==> src/rtl/window_stream.sv <==
// Captures one BUF_DIM x BUF_DIM tile and streams every WIN_DIM x WIN_DIM window at STRIDE
// in raster order. Optional zero padding around the tile is enabled by defining PAD_WINDOW_EN.
module window_stream #(
    parameter int unsigned PIX_W   = 8,
    parameter int unsigned BUF_DIM = 4,
    parameter int unsigned WIN_DIM = 3,
    parameter int unsigned STRIDE  = 1,
`ifdef PAD_WINDOW_EN
    localparam int unsigned PAD    = (WIN_DIM - 1) / 2,
`else
    localparam int unsigned PAD    = 0,
`endif
    localparam int unsigned NPOS   = (BUF_DIM + 2 * PAD - WIN_DIM) / STRIDE + 1,
    localparam int unsigned POS_W  = $clog2(NPOS) + 1,
    localparam int unsigned TILE_W = BUF_DIM * BUF_DIM * PIX_W,
    localparam int unsigned WIN_W  = WIN_DIM * WIN_DIM * PIX_W
) (
    input  logic              clk,
    input  logic              rst,
    input  logic              in_valid,
    output logic              in_ready,
    input  logic [TILE_W-1:0] in_tile,
    output logic              out_valid,
    input  logic              out_ready,
    output logic [WIN_W-1:0]  out_window,
    output logic [POS_W-1:0]  out_row,
    output logic [POS_W-1:0]  out_col,
    output logic              out_last,
    input  logic              abort
);

    localparam int unsigned BI_W = (BUF_DIM > 1) ? $clog2(BUF_DIM) : 1;
    localparam logic [POS_W-1:0] LAST_POS = POS_W'(NPOS - 1);

    typedef enum logic [0:0] {StIdle, StStream} state_e;

    state_e            state_q, state_d;
    logic [TILE_W-1:0] tile_q;
    logic [POS_W-1:0]  row_q, row_d;
    logic [POS_W-1:0]  col_q, col_d;
    logic              tile_load;
    logic              last_pos;

    logic [PIX_W-1:0]  pix [BUF_DIM][BUF_DIM];
    logic [WIN_W-1:0]  win;

    // State register
    always_ff @(posedge clk) begin
        if (rst) begin
            state_q <= StIdle;
            tile_q  <= '0;
            row_q   <= '0;
            col_q   <= '0;
        end else begin
            state_q <= state_d;
            row_q   <= row_d;
            col_q   <= col_d;
            if (tile_load) begin
                tile_q <= in_tile;
            end
        end
    end

    assign last_pos = (row_q == LAST_POS) && (col_q == LAST_POS);

    // Next-state logic; abort wins over any handshake in the same cycle
    always_comb begin
        state_d   = state_q;
        row_d     = row_q;
        col_d     = col_q;
        tile_load = 1'b0;
        unique case (state_q)
            StIdle: begin
                if (in_valid && !abort) begin
                    state_d   = StStream;
                    row_d     = '0;
                    col_d     = '0;
                    tile_load = 1'b1;
                end
            end
            StStream: begin
                if (abort) begin
                    state_d = StIdle;
                    row_d   = '0;
                    col_d   = '0;
                end else if (out_ready) begin
                    if (last_pos) begin
                        state_d = StIdle;
                        row_d   = '0;
                        col_d   = '0;
                    end else if (col_q == LAST_POS) begin
                        col_d = '0;
                        row_d = row_q + POS_W'(1);
                    end else begin
                        col_d = col_q + POS_W'(1);
                    end
                end
            end
            default: begin
                state_d = StIdle;
            end
        endcase
    end

    always_comb begin
        for (int r = 0; r < int'(BUF_DIM); r++) begin
            for (int c = 0; c < int'(BUF_DIM); c++) begin
                pix[r][c] = tile_q[(r * BUF_DIM + c) * PIX_W +: PIX_W];
            end
        end
    end

    // Window mux over the registered tile; padded positions outside the tile read as zero
    always_comb begin
        win = '0;
        for (int r = 0; r < int'(WIN_DIM); r++) begin
            for (int c = 0; c < int'(WIN_DIM); c++) begin
                int tr;
                int tc;
                tr = int'(row_q) * int'(STRIDE) + r - int'(PAD);
                tc = int'(col_q) * int'(STRIDE) + c - int'(PAD);
`ifdef PAD_WINDOW_EN
                if (tr >= 0 && tr < int'(BUF_DIM) && tc >= 0 && tc < int'(BUF_DIM)) begin
                    win[(r * WIN_DIM + c) * PIX_W +: PIX_W] = pix[BI_W'(tr)][BI_W'(tc)];
                end
`else
                win[(r * WIN_DIM + c) * PIX_W +: PIX_W] = pix[BI_W'(tr)][BI_W'(tc)];
`endif
            end
        end
    end

    // Outputs; everything reads zero while rst is held, even before the registers clear
    always_comb begin
        in_ready   = !rst && (state_q == StIdle);
        out_valid  = !rst && (state_q == StStream);
        out_last   = out_valid && last_pos;
        out_window = out_valid ? win : '0;
        out_row    = out_valid ? row_q : '0;
        out_col    = out_valid ? col_q : '0;
    end

endmodule

==> config.mk <==
export PLATFORM = sky130hd
export DESIGN_NAME = window_stream
export DESIGN_NICKNAME = d
export VERILOG_FILES = /design/src/rtl/window_stream.sv
export SDC_FILE = /design/constraint.sdc
export NUM_CORES = 1
export LEC_CHECK = 0
export ABC_AREA = 1
export CAP_MARGIN = 20
export CORE_MARGIN = 2
export CORE_UTILIZATION = 48
export CTS_BUF_LIST = sky130_fd_sc_hd__clkbuf_4
export DETAILED_ROUTE_END_ITERATION = 7
export PLACE_DENSITY = 0.81
export SLEW_MARGIN = 15
export SYNTH_ARGS = -nofsm -noshare
export SYNTH_HDL_FRONTEND = slang
export SYNTH_SLANG_ARGS = --single-unit
export TNS_END_PERCENT = 10
==> constraint.sdc <==
create_clock -name clk -period 1.9 [get_ports clk]
set_input_delay 0.19 -clock clk [delete_from_list [all_inputs] [get_ports clk]]
set_output_delay 0.19 -clock clk [all_outputs]
set_load 0.01 [all_outputs]
After elaboration in Yosys (flattened, before gate mapping)
Index checks and enable logic that the tools add are counted.

storage, ports and cells
  logic and storage cells = 93
  register bits = 133
  bits of input ports = 133

operators by class
  reduce and logical (&&, ||, !) cells = 9
  $lt $le $gt $ge = 6
  multiplexer cells = 56
  $add $sub $neg = 6
  bitwise gates (word level) = 7
  eq/ne operators = 5

operators by type and width
  cell                                                                number
  binary-select mux 32 bit (select 2 bit)                             3
  2-to-1 mux 32 bit                                                   6
  binary-select mux 8 bit (select 2 bit)                              9
  2-to-1 mux 8 bit                                                    18
  2-to-1 mux 72 bit                                                   1
  2-to-1 mux 2 bit                                                    11
  greater-or-equal comparator 2 x 3 -> 1 bit (second input constant)  6
  inverter 2 bit                                                      6
  adder 2 x 1 -> 2 bit (second input constant)                        4
  one-hot mux 2 bit (2 select lines)                                  2
  logical AND 1 bit                                                   5
  2-to-1 mux 1 bit                                                    5
  adder 2 bit (second input constant)                                 2
  == test 2 x 1 -> 1 bit (second input constant)                      2
  != test 4 x 2 -> 1 bit (second input constant)                      1
  != test 3 bit (second input constant)                               1
  AND reduction 3 bit                                                 1
  logical NOT 1 bit                                                   2
  != test 2 bit (second input constant)                               1
  one-hot mux 1 bit (2 select lines)                                  1
  AND reduction 2 bit                                                 1
  inverter 1 bit                                                      1

Logic depth before layout (Yosys ltp)
  depth in word-level cells = 9
  depth in mapped cells = 12

Worst setup path before layout
No wires, ideal clock.

  kind = flip-flop to output port
  start point = register col_q[0]
  end point = output port out_window[38]
  buffers on the path = 5
  data arrival time = 1,983 ps
  stages on the path, launching flop included = 11
  data required time = 1,710 ps
  path slack = -273 ps
  cells stage by stage = dfxtp_1 > buf_2 > inv_1 > buf_2 > buf_2 > ha_1 > clkbuf_1 > inv_1 > clkbuf_1 > nand3_1 > a21oi_1

on the way
  cells in the longest elaborated chain, start to end = 6

RTL lines
  what                                                 line  source
  start: declaration                                   40    logic [POS_W-1:0] col_q, col_d;
  start signal: assignment                             57    col_q <= col_d;
  adder 2 x 1 -> 2 bit                                 121   tc = int'(col_q) * int'(STRIDE) + c - int'(PAD);
  inverter 2 bit (not written as such)                 127   win[(r * WIN_DIM + c) * PIX_W +: PIX_W] = pix[BI_W'(tr)][BI_W'(tc)];
  binary-select mux 8 bit (select 2 bit)               127
  2-to-1 mux 8 bit (not written as such) (2 in a row)  127
  2-to-1 mux 72 bit                                    138   out_window = out_valid ? win : '0;
  end: declaration                                     25    output logic [WIN_W-1:0] out_window,

Every way passes these cells. The select of a mux whose other input is x is not followed.

Final worst setup path
  start point = register row_q[0]
  end point = output port out_window[12]

on the way
  cells in the longest elaborated chain, start to end = 8

RTL lines
  what                                                  line  source
  start: declaration                                    39    logic [POS_W-1:0] row_q, row_d;
  start signal: assignment                              56    row_q <= row_d;
  inverter 2 bit (not written as such)                  127
  binary-select mux 32 bit (select 2 bit)               127
  2-to-1 mux 32 bit (not written as such) (2 in a row)  127
  binary-select mux 8 bit (select 2 bit)                127
  2-to-1 mux 8 bit (not written as such) (2 in a row)   127
  2-to-1 mux 72 bit                                     138

Every way passes these cells. The select of a mux whose other input is x is not followed.

==> results.txt <==
Outcome: complete, but fails checks
Failing checks: negative setup slack
RD Place Congestion: 1.04
Final min period: 2.54 ns
Layout cell share with drive strength beyond 1: 19.9%
Die height: 143 um
Drt wl/cell: 20.0 um
Worst Clk Skew: 0.0250 ns
Post-Synthesis Cells: 1652
Crit share post-route: 134%
Cell area power density: 654 nW/um^2
Placeable Area: 18800 um^2
Hold Path Depth: 3
Relative slew slack: 69.3%
Netlist cell types: 18
First-pass GRT wire length: 60500 um
Buf/Inv on CP: 3
Crit path kind: reg2out
Static Leak: 5.82 nW
RSZ-0062 raised after global routing: true
Clock sinks: 133
Vias: 12300
Crit. End Element: output port
Total wire length: 41800 um
Tot GR Track Use: 39.4%
CP startpoint kind: register
Clk Latency, worst-skew pair: 0.60 ns
Largest net degree at the start of global routing: 132
Max Slew Vio Count: 0
Most frequent cell on the critical path: nand2_1
Final TNS setup: -39.21 ns
Syn nets: 1788
CTS tree: done
Die X-Extent: 143 um
CTS Buffer Depth: 2
Via density: 5.89
Fillers: 1726
Clk pin slew, worst setup/hold paths: 0.16 ns
Cell area after synthesis: 9210 um^2
Io pins: 212
Area growth syn-to-layout: 43.2%
Vias in the first global route: 10800
Port Buffers: 211
CP arrival: 2.35 ns
Clock root cell: clkbuf_4
Dpl hpwl: 30100 um
Critical Path Fanout Max: 14
Minimum setup slack in the final design: -0.638 ns
Largest stage delay, worst path: 0.44 ns
Initial Util: 49.1%
GRT overflow: 0
Most common cell after layout, fill and taps aside: nand2_1
Yosys reg bits: 133
Initial antenna violation count: 1
Worst Hold Class: in2reg
DR iter-0 viols: 1515
Cell depth of the worst setup path: 9
Antenna viol nets, final: 0
Slowest CP cell: dfxtp_4
Worst path required time: 1.71 ns
Most frequent cells in the layout: 516 x nand2_1, 274 x nand3_1, 266 x nor2_1
Area of the die: 20300 um^2
Hold Vio Cnt, Final: 0
Syn. warnings: 0
1st-pass router iterations: 8
TritonCTS buffer count: 17
M1 GR Usage: 52.5%
CP cell instances: buf_12 -> buf_16 -> nand2_1 -> nand3_1 -> nand3_1 -> nand2_1 -> nand2_1 -> a21oi_2 -> clkdlybuf4s15_2
Fmax: 394 MHz
Layout net count: 1977
Max-cap violations: 0
Worst Tran Pin Value: 0.455 ns
Register Area: 2680 um^2
R2R cell count: 10
Num rows: 50
H-tree levels: 4
Area of the multi-input gates: 6600 um^2
Syn Area/Cell: 5.58 um^2
Non-filler instance count after layout: 2089
Grt met3 use: 11.3%
Maximum VDD drop: 412 uV
Global routing's busiest layer: met2
Final Setup Violations: 73
Routing usage on met2: 58.0%
Cell count after placement: 2039
Sequential area share after synthesis: 28.9%
CP delay by family, top: buffers and inverters
DRC violations left: 0
-- layer usage --
layer | up-vias | part of all wire (%) | routed length, um
met2 | 711 | 43 | 17800
met5 | - | 0 | 0
met1 | 5667 | 40 | 16900
met3 | 141 | 11 | 4610
li1 | 5789 | - | -
met4 | 0 | 6.1 | 2550
-- cells in the mapped netlist (all sizes together) --
| cell | n | area, um^2 |
|---|---|---|
| a21oi | 27 | 135 |
| inv | 14 | 52.6 |
| nand4 | 1 | 6.26 |
| nor3 | 2 | 10.0 |
| o21ai | 148 | 741 |
| buf | 87 | 469 |
| nand2 | 570 | 2140 |
| dfxtp | 133 | 2660 |
| ha | 3 | 37.5 |
| clkbuf | 44 | 165 |
| nand3 | 354 | 1780 |
| nor2 | 269 | 1020 |
-- repair_timing --
item / in CTS / in global routing
pin swaps: 22 / 41
endpoints found under the setup margin: 79 / 76
hold buffers: 0 / 0
resized for setup: 244 / 214
buffers inserted: 1 / 5
cloned: 7 / 4
-- cell type report --
cell class / instances / area share [%]
multi-input cells: 1374 / 50.1
repair buffers: 300 / 24.3
flip-flops and latches: 133 / 20.3
well taps: 234 / 2.22
clock inverters: 15 / 1.39
clock buffers: 17 / 0.967
inverters: 14 / 0.654
repair inverters: 1 / 0.0854
diodes: 1 / 0.0190
-- final timing paths --
path / startpoint / end / slack, ns
worst max-delay path: row_q[0] / out_window[12] / -0.64
worst min-delay path: in_tile[11] / tile_q[11] / 0.20
worst max register to register: col_q[0] / row_q[1] / 0.16
worst min register to register: tile_q[20] / tile_q[20] / 0.52
-- tightest hold or removal path, delay by kind of cell --
family	cells	cell delay, ns
AOI/OAI and AO/OA	1	0.15
buffers and inverters	1	0.39
and+or+nand+nor	1	0.04
-- report_power, final --
part / internal (mW) / switching, mW
combinational: 1.36 / 1.90
sequential: 2.98 / 0.265
clock: 0.736 / 1.38
total: 5.08 / 3.55
-- flip-flops by register name, indices dropped and copies added (netlist names) --
| register | cells |
|---|---|
| tile_q | 128 |
| col_q | 2 |
| row_q | 2 |
| state_q | 1 |
-- logic make-up (layout without fill, tap and decap cells) --
group | after synthesis | count (layout) | synth area share, %
flops | 133 | 133 | 28.9
buf+inv | 145 | 347 | 7.46
other cells | 0 | 1 | 0
compound gates | 175 | 175 | 9.51
fa+ha+maj | 3 | 3 | 0.407
simple gates | 1196 | 1196 | 53.7
-- through the flow --
| step | instance area (um^2) | util [%] | hold WS, ns | setup WS (ns) | power, mW |
|---|---|---|---|---|---|
| after floorplan | 9370 | - | 0.259 | 0.000324 | 4.78 |
| after global placement | 11900 | 63.4 | 0.492 | -0.445 | 5.91 |
| after detailed placement | 11900 | 63.4 | 0.498 | -0.483 | 5.95 |
| after CTS | 12700 | 67.6 | 0.175 | -0.708 | 8.24 |
| after global routing | 13200 | 70.3 | 0.202 | -0.690 | 8.99 |
| final | 13200 | 70.3 | 0.195 | -0.638 | 8.63 |
Note: power is estimated with default switching activity, not from simulation.
